`config.mk`:
```
export PLATFORM = sky130hd
export DESIGN_NAME = lcd_write_ctrl_flat
export DESIGN_NICKNAME = d
export VERILOG_FILES = /design/src/rtl/lcd_pkg.sv /design/src/rtl/lcd_write_ctrl_if.sv /design/src/rtl/lcd_timer.sv /design/src/rtl/lcd_write_ctrl.sv /design/src/flat_wrapper.sv
export SDC_FILE = /design/constraint.sdc
export NUM_CORES = 1
export LEC_CHECK = 0
export CELL_PAD_IN_SITES_DETAIL_PLACEMENT = 2
export CELL_PAD_IN_SITES_GLOBAL_PLACEMENT = 2
export CORE_MARGIN = 2
export CORE_UTILIZATION = 30
export DETAILED_ROUTE_END_ITERATION = 7
export GPL_ROUTABILITY_DRIVEN = 0
export PLACE_DENSITY_LB_ADDON = 0.1
export SYNTH_ARGS = -nofsm -noshare
export SYNTH_HDL_FRONTEND = slang
export SYNTH_SLANG_ARGS = --single-unit
export TNS_END_PERCENT = 5
```
`constraint.sdc`:
```
create_clock -name i_clk -period 2.2 [get_ports i_clk]
set_input_delay 0.22 -clock i_clk [delete_from_list [all_inputs] [get_ports i_clk]]
set_output_delay 0.22 -clock i_clk [all_outputs]
set_load 0.03 [all_outputs]
```
`src/rtl/lcd_pkg.sv`:
```
// Shared types and constants for the HD44780-class LCD write controller:
// FSM states, power-on init ROM and command classification helpers.
package lcd_pkg;

    typedef enum logic [2:0] {
        PWRON_WAIT,
        INIT_LOAD,
        IDLE,
        SETUP,
        EN_HIGH,
        HOLD,
        EXEC_WAIT
    } lcd_state_e;

    localparam logic [7:0] CMD_FUNC_SET = 8'h38;
    localparam logic [7:0] CMD_DISP_ON  = 8'h0C;
    localparam logic [7:0] CMD_CLEAR    = 8'h01;
    localparam logic [7:0] CMD_ENTRY    = 8'h06;

    localparam int INIT_LEN = 4;

    typedef logic [2:0] init_idx_t;

    function automatic logic [7:0] init_rom(input logic [1:0] idx);
        logic [7:0] cmd;
        case (idx)
            2'd0: cmd = CMD_FUNC_SET;
            2'd1: cmd = CMD_DISP_ON;
            2'd2: cmd = CMD_CLEAR;
            2'd3: cmd = CMD_ENTRY;
        endcase
        return cmd;
    endfunction

    // Clear display (0x01) and return home (0x02/0x03) are the slow instructions.
    function automatic logic is_long_cmd(input logic rs, input logic [7:0] data);
        return !rs && (data[7:2] == 6'd0) && (data != 8'd0);
    endfunction

    function automatic int max_int(input int a, input int b);
        return (a > b) ? a : b;
    endfunction

endpackage

```
`src/rtl/lcd_write_ctrl_if.sv`:
```
// Request handshake and LCD pin bundle between the processor-side
// store decoder and the LCD write controller.
interface lcd_write_ctrl_if;

    logic       i_req_valid;
    logic       i_req_rs;
    logic [7:0] i_req_data;
    logic       o_req_ready;
    logic       o_init_done;
    logic [7:0] o_lcd_data;
    logic       o_lcd_rs;
    logic       o_lcd_rw;
    logic       o_lcd_en;
    logic       o_lcd_on;

    modport master (
        output i_req_valid, i_req_rs, i_req_data,
        input  o_req_ready, o_init_done, o_lcd_data, o_lcd_rs,
               o_lcd_rw, o_lcd_en, o_lcd_on
    );

    modport slave (
        input  i_req_valid, i_req_rs, i_req_data,
        output o_req_ready, o_init_done, o_lcd_data, o_lcd_rs,
               o_lcd_rw, o_lcd_en, o_lcd_on
    );

endinterface

```
`src/rtl/lcd_timer.sv`:
```
// Loadable down-counter shared by every timed state of the LCD controller;
// o_zero flags the last cycle of the current interval.
module lcd_timer #(
    parameter int               CNT_W   = 20,
    parameter logic [CNT_W-1:0] RST_VAL = '0
) (
    input  logic             i_clk,
    input  logic             i_rst,
    input  logic             i_load,
    input  logic [CNT_W-1:0] i_load_val,
    output logic             o_zero
);

    logic [CNT_W-1:0] count_q;

    always_ff @(posedge i_clk) begin
        if (i_rst) begin
            count_q <= RST_VAL;
        end else if (i_load) begin
            count_q <= i_load_val;
        end else if (count_q != '0) begin
            count_q <= count_q - CNT_W'(1);
        end
    end

    assign o_zero = (count_q == '0);

endmodule

```
`src/rtl/lcd_write_ctrl.sv`:
```
// HD44780-class LCD write controller: power-on init sequence, then
// byte writes from the request handshake with RS/EN/DB bus timing.
module lcd_write_ctrl
    import lcd_pkg::*;
#(
    parameter int T_PWRON_CYC     = 750_000,
    parameter int T_SETUP_CYC     = 4,
    parameter int T_EN_CYC        = 25,
    parameter int T_HOLD_CYC      = 4,
    parameter int T_EXEC_CYC      = 2_000,
    parameter int T_EXEC_LONG_CYC = 82_000
) (
    input logic             i_clk,
    input logic             i_rst,
    lcd_write_ctrl_if.slave bus
);

    localparam int T_MAX = max_int(max_int(max_int(T_PWRON_CYC, T_SETUP_CYC),
                                           max_int(T_EN_CYC, T_HOLD_CYC)),
                                   max_int(T_EXEC_CYC, T_EXEC_LONG_CYC));
    localparam int CNT_W = (T_MAX > 1) ? $clog2(T_MAX) : 1;

    typedef logic [CNT_W-1:0] cnt_t;

    // Timer is loaded with N-1 so each interval lasts exactly N cycles.
    localparam cnt_t PWRON_LD = cnt_t'(T_PWRON_CYC - 1);
    localparam cnt_t SETUP_LD = cnt_t'(T_SETUP_CYC - 1);
    localparam cnt_t EN_LD    = cnt_t'(T_EN_CYC - 1);
    localparam cnt_t HOLD_LD  = cnt_t'(T_HOLD_CYC - 1);
    localparam cnt_t EXEC_LD  = cnt_t'(T_EXEC_CYC - 1);
    localparam cnt_t LONG_LD  = cnt_t'(T_EXEC_LONG_CYC - 1);

    lcd_state_e state_q, state_d;

    logic       tmr_load;
    cnt_t       tmr_val;
    logic       tmr_zero;
    logic       latch_rom;
    logic       latch_req;

    init_idx_t  init_idx_q;
    logic [7:0] data_q;
    logic       rs_q;
    logic       en_q;
    logic       on_q;
    logic       ready_q;
    logic       init_done_q;

    lcd_timer #(
        .CNT_W   (CNT_W),
        .RST_VAL (PWRON_LD)
    ) u_timer (
        .i_clk      (i_clk),
        .i_rst      (i_rst),
        .i_load     (tmr_load),
        .i_load_val (tmr_val),
        .o_zero     (tmr_zero)
    );

    always_ff @(posedge i_clk) begin
        if (i_rst) begin
            state_q <= PWRON_WAIT;
        end else begin
            state_q <= state_d;
        end
    end

    always_comb begin
        state_d   = state_q;
        tmr_load  = 1'b0;
        tmr_val   = '0;
        latch_rom = 1'b0;
        latch_req = 1'b0;
        case (state_q)
            PWRON_WAIT: begin
                if (tmr_zero) begin
                    state_d = INIT_LOAD;
                end
            end
            INIT_LOAD: begin
                state_d   = SETUP;
                tmr_load  = 1'b1;
                tmr_val   = SETUP_LD;
                latch_rom = 1'b1;
            end
            IDLE: begin
                if (bus.i_req_valid) begin
                    state_d   = SETUP;
                    tmr_load  = 1'b1;
                    tmr_val   = SETUP_LD;
                    latch_req = 1'b1;
                end
            end
            SETUP: begin
                if (tmr_zero) begin
                    state_d  = EN_HIGH;
                    tmr_load = 1'b1;
                    tmr_val  = EN_LD;
                end
            end
            EN_HIGH: begin
                if (tmr_zero) begin
                    state_d  = HOLD;
                    tmr_load = 1'b1;
                    tmr_val  = HOLD_LD;
                end
            end
            HOLD: begin
                if (tmr_zero) begin
                    state_d  = EXEC_WAIT;
                    tmr_load = 1'b1;
                    tmr_val  = is_long_cmd(rs_q, data_q) ? LONG_LD : EXEC_LD;
                end
            end
            EXEC_WAIT: begin
                if (tmr_zero) begin
                    state_d = (init_idx_q < init_idx_t'(INIT_LEN)) ? INIT_LOAD : IDLE;
                end
            end
            default: begin
                state_d = PWRON_WAIT;
            end
        endcase
    end

    // Pin-facing outputs are registered from the next state so EN never glitches.
    always_ff @(posedge i_clk) begin
        if (i_rst) begin
            init_idx_q  <= '0;
            data_q      <= '0;
            rs_q        <= 1'b0;
            en_q        <= 1'b0;
            on_q        <= 1'b0;
            ready_q     <= 1'b0;
            init_done_q <= 1'b0;
        end else begin
            on_q    <= 1'b1;
            en_q    <= (state_d == EN_HIGH);
            ready_q <= (state_d == IDLE);
            if (state_d == IDLE) begin
                init_done_q <= 1'b1;
            end
            if (latch_rom) begin
                data_q     <= init_rom(init_idx_q[1:0]);
                rs_q       <= 1'b0;
                init_idx_q <= init_idx_q + init_idx_t'(1);
            end else if (latch_req) begin
                data_q <= bus.i_req_data;
                rs_q   <= bus.i_req_rs;
            end
        end
    end

    assign bus.o_req_ready = ready_q;
    assign bus.o_init_done = init_done_q;
    assign bus.o_lcd_data  = data_q;
    assign bus.o_lcd_rs    = rs_q;
    assign bus.o_lcd_rw    = 1'b0;
    assign bus.o_lcd_en    = en_q;
    assign bus.o_lcd_on    = on_q;

endmodule

```
`src/flat_wrapper.sv`:
```
// flat-port wrapper written by rule: the top's interface ports become plain ports
module lcd_write_ctrl_flat import lcd_pkg::*;
#(
    parameter int T_PWRON_CYC     = 750_000,
    parameter int T_SETUP_CYC     = 4,
    parameter int T_EN_CYC        = 25,
    parameter int T_HOLD_CYC      = 4,
    parameter int T_EXEC_CYC      = 2_000,
    parameter int T_EXEC_LONG_CYC = 82_000
)
  (i_clk, i_rst, bus_i_req_valid, bus_i_req_rs, bus_i_req_data, bus_o_req_ready, bus_o_init_done, bus_o_lcd_data, bus_o_lcd_rs, bus_o_lcd_rw, bus_o_lcd_en, bus_o_lcd_on);
  lcd_write_ctrl_if bus_i ();
  input logic i_clk;
  input logic i_rst;
  input wire logic [$bits(bus_i.i_req_valid)-1:0] bus_i_req_valid;
  input wire logic [$bits(bus_i.i_req_rs)-1:0] bus_i_req_rs;
  input wire logic [$bits(bus_i.i_req_data)-1:0] bus_i_req_data;
  output wire logic [$bits(bus_i.o_req_ready)-1:0] bus_o_req_ready;
  output wire logic [$bits(bus_i.o_init_done)-1:0] bus_o_init_done;
  output wire logic [$bits(bus_i.o_lcd_data)-1:0] bus_o_lcd_data;
  output wire logic [$bits(bus_i.o_lcd_rs)-1:0] bus_o_lcd_rs;
  output wire logic [$bits(bus_i.o_lcd_rw)-1:0] bus_o_lcd_rw;
  output wire logic [$bits(bus_i.o_lcd_en)-1:0] bus_o_lcd_en;
  output wire logic [$bits(bus_i.o_lcd_on)-1:0] bus_o_lcd_on;
  assign bus_i.i_req_valid = bus_i_req_valid;
  assign bus_i.i_req_rs = bus_i_req_rs;
  assign bus_i.i_req_data = bus_i_req_data;
  assign bus_o_req_ready = bus_i.o_req_ready;
  assign bus_o_init_done = bus_i.o_init_done;
  assign bus_o_lcd_data = bus_i.o_lcd_data;
  assign bus_o_lcd_rs = bus_i.o_lcd_rs;
  assign bus_o_lcd_rw = bus_i.o_lcd_rw;
  assign bus_o_lcd_en = bus_i.o_lcd_en;
  assign bus_o_lcd_on = bus_i.o_lcd_on;
  lcd_write_ctrl #(.T_PWRON_CYC(T_PWRON_CYC), .T_SETUP_CYC(T_SETUP_CYC), .T_EN_CYC(T_EN_CYC), .T_HOLD_CYC(T_HOLD_CYC), .T_EXEC_CYC(T_EXEC_CYC), .T_EXEC_LONG_CYC(T_EXEC_LONG_CYC)) u_core (.i_clk(i_clk), .i_rst(i_rst), .bus(bus_i));
endmodule
```
# --- Word-level counts from Yosys, hierarchy flattened ---
# Cells that the tools add are included.
op_classes:
  n_addsub: 2
  order_cmp: 1
  n_eq_ne: 11
  muxes: 25
  reduce_logical: 13
ops:
  columns: ["operator", "n"]
  rows:
  - ["$pmux W20 S5", 1]
  - ["$mux W20", 3]
  - ["$pmux W8 S4", 1]
  - ["$pmux W3 S7", 1]
  - ["$logic_not A20 Y1", 1]
  - ["$reduce_bool A20 Y1", 1]
  - ["$sub A20 B1 Y20 const B", 1]
  - ["$mux W3", 6]
  - ["$mux W17", 1]
  - ["$mux W8", 2]
  - ["$eq A3 B3 Y1 const B", 4]
  - ["$eq A3 B2 Y1 const B", 3]
  - ["$reduce_bool A8 Y1", 1]
  - ["$logic_not A6 Y1", 1]
  - ["$mux W2", 3]
  - ["$mux W1", 5]
  - ["$mux W5", 1]
  - ["$eq A2 B2 Y1 const B", 2]
  - ["$reduce_bool A2 Y1", 2]
  - ["$add A3 B1 Y3 const B", 1]
  - ["$eq A3 B1 Y1 const B", 1]
  - ["$logic_not A3 Y1", 1]
  - ["$lt A3 B3 Y1 const B", 1]
  - ["$pmux W1 S3", 1]
  - ["6 further kinds", 7]
word_totals:
  ff_bits: 39
  input_bits: 12
  word_cells: 61

# --- Longest topological paths before layout ---
logic_depth:
  ltp_word: 7
  depth_mapped: 9
  depth_no_buf: 7

# --- Hierarchy ---
# Synthesis repeated with hierarchy kept, for this count alone.
hier_totals:
  hier_cells: 250
  area_unflattened_um2: 2119.5
by_module_without_submodules:
  columns: ["mod", "n_inst", "cells_each", "area_each_um2"]
  rows:
  - ["lcd_timer", 1, 138, 1136.1]
  - ["lcd_write_ctrl", 1, 112, 983.4]

# --- Least setup slack after synthesis ---
# No wires, ideal clock.
synth_timing:
  kind: "register to register"
  from: "register u_core.u_timer.count_q[14]"
  to: "register u_core.u_timer.count_q[10]"
  setup_ns: 0.134
  arrival_ns: 2.099
  path_slack_ns: -0.033
  path_stages_with_launch: 7
  path_buffers: 1
  period_less_slack_ns: 2.233
  path_cell_list: "dfxtp_1 -> or4_4 -> or3_1 -> buf_2 -> or3_2 -> a31oi_1 -> a311oi_2"
synth_via:
  elab_chain_cells: 4
  elab_cells_between_ends: 8
  classes_between: "mux: 5; reduce/logical: 3"
synth_lines:
  columns: ["element", "line_no", "source"]
  rows:
  - ["from (decl)", "lcd_timer.sv:14", "logic [CNT_W-1:0] count_q;"]
  - ["from (signal assigned)", "lcd_timer.sv:20", "count_q <= i_load_val;"]
  - ["from (signal assigned)", "lcd_timer.sv:22", "count_q <= count_q - CNT_W'(1);"]
  - ["$logic_not A20 Y1", "lcd_timer.sv:26", "assign o_zero = (count_q == '0);"]
  - ["$mux W20 / $mux W1 (equally long branches)", "lcd_write_ctrl.sv:109, lcd_write_ctrl.sv:95, lcd_write_ctrl.sv:102", null]
  - ["$pmux W20 S5 / $pmux W1 S3 (equally long branches)", "lcd_write_ctrl.sv:74", "case (state_q)"]
  - ["$mux W20 / $reduce_bool A2 Y1 (equally long branches)", null, null]
# Parallel ways exist; a longest one is shown, timed or not.
# A chain may end at the register's enable or synchronous reset.

# --- Final worst setup path ---
layout_timing:
  from: "register u_core.u_timer.count_q[14]"
  to: "register u_core.u_timer.count_q[8]"
# Same word-level chain as after synthesis.

==> flow_results.org <==
** Yosys
- After synthesis the cells add up to 2090 um^2.
- Simple-gate share of the synthesized area :: 24.5%
- Post-synthesis average cell area :: 8.68 um^2
- Share of the synthesized area in compound gates (AO/OA/AOI/OAI) :: 19.9%
- After synthesis, the share of flip-flops with an asynchronous set or reset is 0%.
- After synthesis, the largest family of logic cells by area is simple AND/OR/NAND/NOR gates.
- Ys Warns :: 0
- The share of the Yosys chip area taken by registers is 37.3%.
- Xor and xnor fraction of the mapped netlist area :: 4.61%
- Syn_nets :: 258
- In the post-synthesis netlist, the biggest area contributors are sky130_fd_sc_hd__dfxtp_1, sky130_fd_sc_hd__a21oi_1, sky130_fd_sc_hd__mux2i_1.
- Number of different library cells in the post-synthesis netlist :: 58
- Share of synthesized area spent on multiplexers :: 4.91%
- Number of instances in the synthesized netlist :: 241
- Main flop type after synthesis :: sky130_fd_sc_hd__dfxtp_1
- Area leader, netlist :: sky130_fd_sc_hd__dfxtp_1
- The synthesized design contains 0 enable-type register cells.
- After synthesis, the largest area contributor takes up 37.3% of total cell area.
- After Yosys synthesis, full adders, half adders and majority gates account for 2.99% of the synthesized area.
- Synthesis inferred 39 register bits.

** Timing
- Across the routed clock network, the largest skew measured is 0.00570 ns.
- Setup repair after global routing left no endpoint under its margin.
- Final count of hold timing violations :: 0
- Static timing analysis puts the maximum clock frequency at 478 MHz.
- Setup violations remaining at the end of the flow were counted as 0.
- Period Utilization, post-route :: 95.2%
- Shortest period the worst path allows :: 2.09 ns
- Sum of negative setup slack :: 0 ns
- In this run the tightest slew margin relative to its limit is 65.4%.
- Actual transition at the worst max-transition pin :: 0.517 ns
- Slew Limit Fails :: 0

** Place
- Number of port buffers :: 24
- Placement-stage cell area :: 2550 um^2
- DPL Wire Length :: 5.05 mm
- Cell Count Post-Placement :: 356

** Final layout
- Diodes inserted :: 0
- Once layout is done, the placed cells without fillers occupy 2660 um^2.
- Leaving out fill and tap cells, the most frequent cell in the layout is sky130_fd_sc_hd__dfxtp_1.
- For this run, the post-layout net count is 301.
- Area delta synth->final :: 27.4%
- Once layout is complete, the utilization of the core stands at 39.4%.
- Most frequent cells in the layout :: sky130_fd_sc_hd__dfxtp_1, sky130_fd_sc_hd__buf_4, sky130_fd_sc_hd__clkdlybuf4s50_1, sky130_fd_sc_hd__a21oi_1, sky130_fd_sc_hd__nand2_1
- Cells with a size suffix above 1 make up 20.4% of the layout.
- The finished layout holds 364 standard cells, fillers aside.

** Pwr
- For this design the ratio of total power to cell area is 638 nW/um^2.
- Peak ir drop on the vdd network :: 0.300 mV
- Leakage power summed over all cells :: 0.967 nW
- Total design power :: 1.70 mW

** Clock network
- Clock transition at the registers of the reported paths :: 0.08 ns
- Clock tree synthesis found a total of 39 sinks.
- Cell at the root of the clock tree :: sky130_fd_sc_hd__clkbuf_8
- Clock Path Buffers :: 2
- CTS tree :: built
- Clock latency of the later-clocked register in the worst-skew pair :: 0.29 ns
- The H-tree generated during clock tree synthesis spans 2 levels.
- Number of buffers added by the clock tree synthesis step :: 5

** Routing
- For this run, design rule violations remaining after detail routing come to 0.
- Final wirelength :: 6.60 mm
- In this run, the number of DRC markers left after iteration 0 of detailed routing was 45.
- Vias per std cell :: 5.36
- Overall via count from detail_route :: 1952
- Wire length per cell :: 18.1 um
- For this run, the detailed router's first-pass iteration total came to 4.
- Number of nets still failing antenna checks after routing :: 0

** Setup path
- Critical-path maximum fanout :: 4
- The slowest stage of the critical path is the sky130_fd_sc_hd__or4_4 cell.
- Chain of cells forming the critical path :: or4_4, or3_4, or4b_4, a21boi_1, o21ai_1
- For the worst setup path, the data required time is 2.42 ns.
- By startpoint and endpoint, the worst setup path is classified as register to register.
- CP endpoint kind :: register
- CP top delay family :: simple AND/OR/NAND/NOR gates
- The worst register-to-register path has a depth of 5.
- Data on the critical path arrives at its endpoint at 2.32 ns.
- STA classifies the critical path startpoint as a register.
- Number of buffers and inverters on the critical path :: 0
- In this run the number of cells on the critical path is 5.
- Critical Path Max Stage Delay :: 0.55 ns

** Floorplan
- Initial core utilization :: 30.9%
- Area of the placeable core :: 6760 um^2
- In this run the horizontal extent of the chip is 87.5 um.
- Die footprint :: 7650 um^2
- Io pins :: 26
- Vert. Die Dim :: 87.5 um
- The initialized floorplan defines 30 standard-cell rows.

** Global route
- Vias in the first global route :: 2145
- Antenna violations before repair :: 0
- The total overflow left after global routing is 0.
- Global routing used 18.7% of the available tracks across all layers.
- Entering global routing, the biggest net connects 14 pins.
- Global-route wire length before repair :: 11.1 mm

** Min path
- Hold path depth :: 1
- Worst min path class :: register to register

** Outcome
- The flow ran to the end, and the final reports show no timing, DRC or antenna violations.

** Job
- Across the run, the number of max-cap violations was 0.
==> report_power, final <==
group | leakage (nW) | total (mW) | switching (mW) | internal, mW
combinational | 0.602 | 0.368 | 0.198 | 0.169
clock | 0.0470 | 0.509 | 0.262 | 0.247
sequential | 0.318 | 0.825 | 0.0604 | 0.764
total | 0.967 | 1.70 | 0.521 | 1.18
==> registers in the layout, summed over array words and instances, names as in the netlist <==
name / count
u_core.bus.o_lcd_data: 8
u_core.bus.o_lcd_en: 1
u_core.bus.o_req_ready: 1
u_core.state_q: 3
u_core.bus.o_init_done: 1
u_core.bus.o_lcd_on: 1
u_core.u_timer.count_q: 20
u_core.init_idx_q: 3
u_core.bus.o_lcd_rs: 1
==> kinds of logic after synthesis <==
group,count (synthesis)
mux,10
simple gates,88
other cells,1
fa+ha+maj,5
xor+xnor,11
flops,39
compound gates,65
buf+inv,22
==> synthesized netlist by cell type (4+ instances only) <==
cell	count
sky130_fd_sc_hd__nand2_1	15
sky130_fd_sc_hd__nor2_1	13
sky130_fd_sc_hd__inv_1	6
sky130_fd_sc_hd__a21oi_1	20
sky130_fd_sc_hd__nand3_1	5
sky130_fd_sc_hd__ha_1	5
sky130_fd_sc_hd__nor4_1	8
sky130_fd_sc_hd__xnor2_1	7
sky130_fd_sc_hd__clkbuf_1	8
sky130_fd_sc_hd__mux2i_1	8
sky130_fd_sc_hd__nor3_1	14
sky130_fd_sc_hd__a211oi_1	10
sky130_fd_sc_hd__dfxtp_1	39
sky130_fd_sc_hd__xor2_1	4
sky130_fd_sc_hd__o21ai_0	15
==> final timing paths <==
kind                                            startpoint                   endpoint  slack, ns
worst max-delay path            u_core.u_timer.count_q[14]  u_core.u_timer.count_q[8]       0.11
worst min-delay path                u_core.bus.o_init_done     u_core.bus.o_init_done       0.47
worst max register to register  u_core.u_timer.count_q[14]  u_core.u_timer.count_q[8]       0.11
worst min register to register      u_core.bus.o_init_done     u_core.bus.o_init_done       0.47
==> per-stage QoR <==
step                hold slack (ns)  worst slack [ns]
floorplan                     0.416            0.0152
global placement              0.433            0.0529
detailed placement            0.448            0.0203
CTS                           0.468           0.00682
global route                  0.503           0.00540
finish                        0.468             0.106
==> metal layers <==
| layer | track usage, % | vias to the layer above | part of all wire (%) |
|---|---|---|---|
| met2 | 33.2 | 22 | 51 |
| met3 | 3.03 | 5 | 1.8 |
| met4 | 3.78 | 0 | 0.70 |
| li1 | - | 973 | - |
| met1 | 23.7 | 952 | 46 |
| met5 | 0 | - | 0 |
==> cell type report <==
cell class,count,area [um^2]
repair buffers,52,450
well taps,80,100
flip-flops and latches,39,781
clock inverters,1,5.00
inverters,6,22.5
multi-input cells,180,1220
clock buffers,6,82.6
fillers,792,4090
==> what timing repair did <==
item,CTS,global route
gates resized for setup,0,6
endpoints found under the setup margin,0,13
hold buffers,0,0
buffers inserted,0,1
Note: power is estimated with default switching activity, not from simulation.
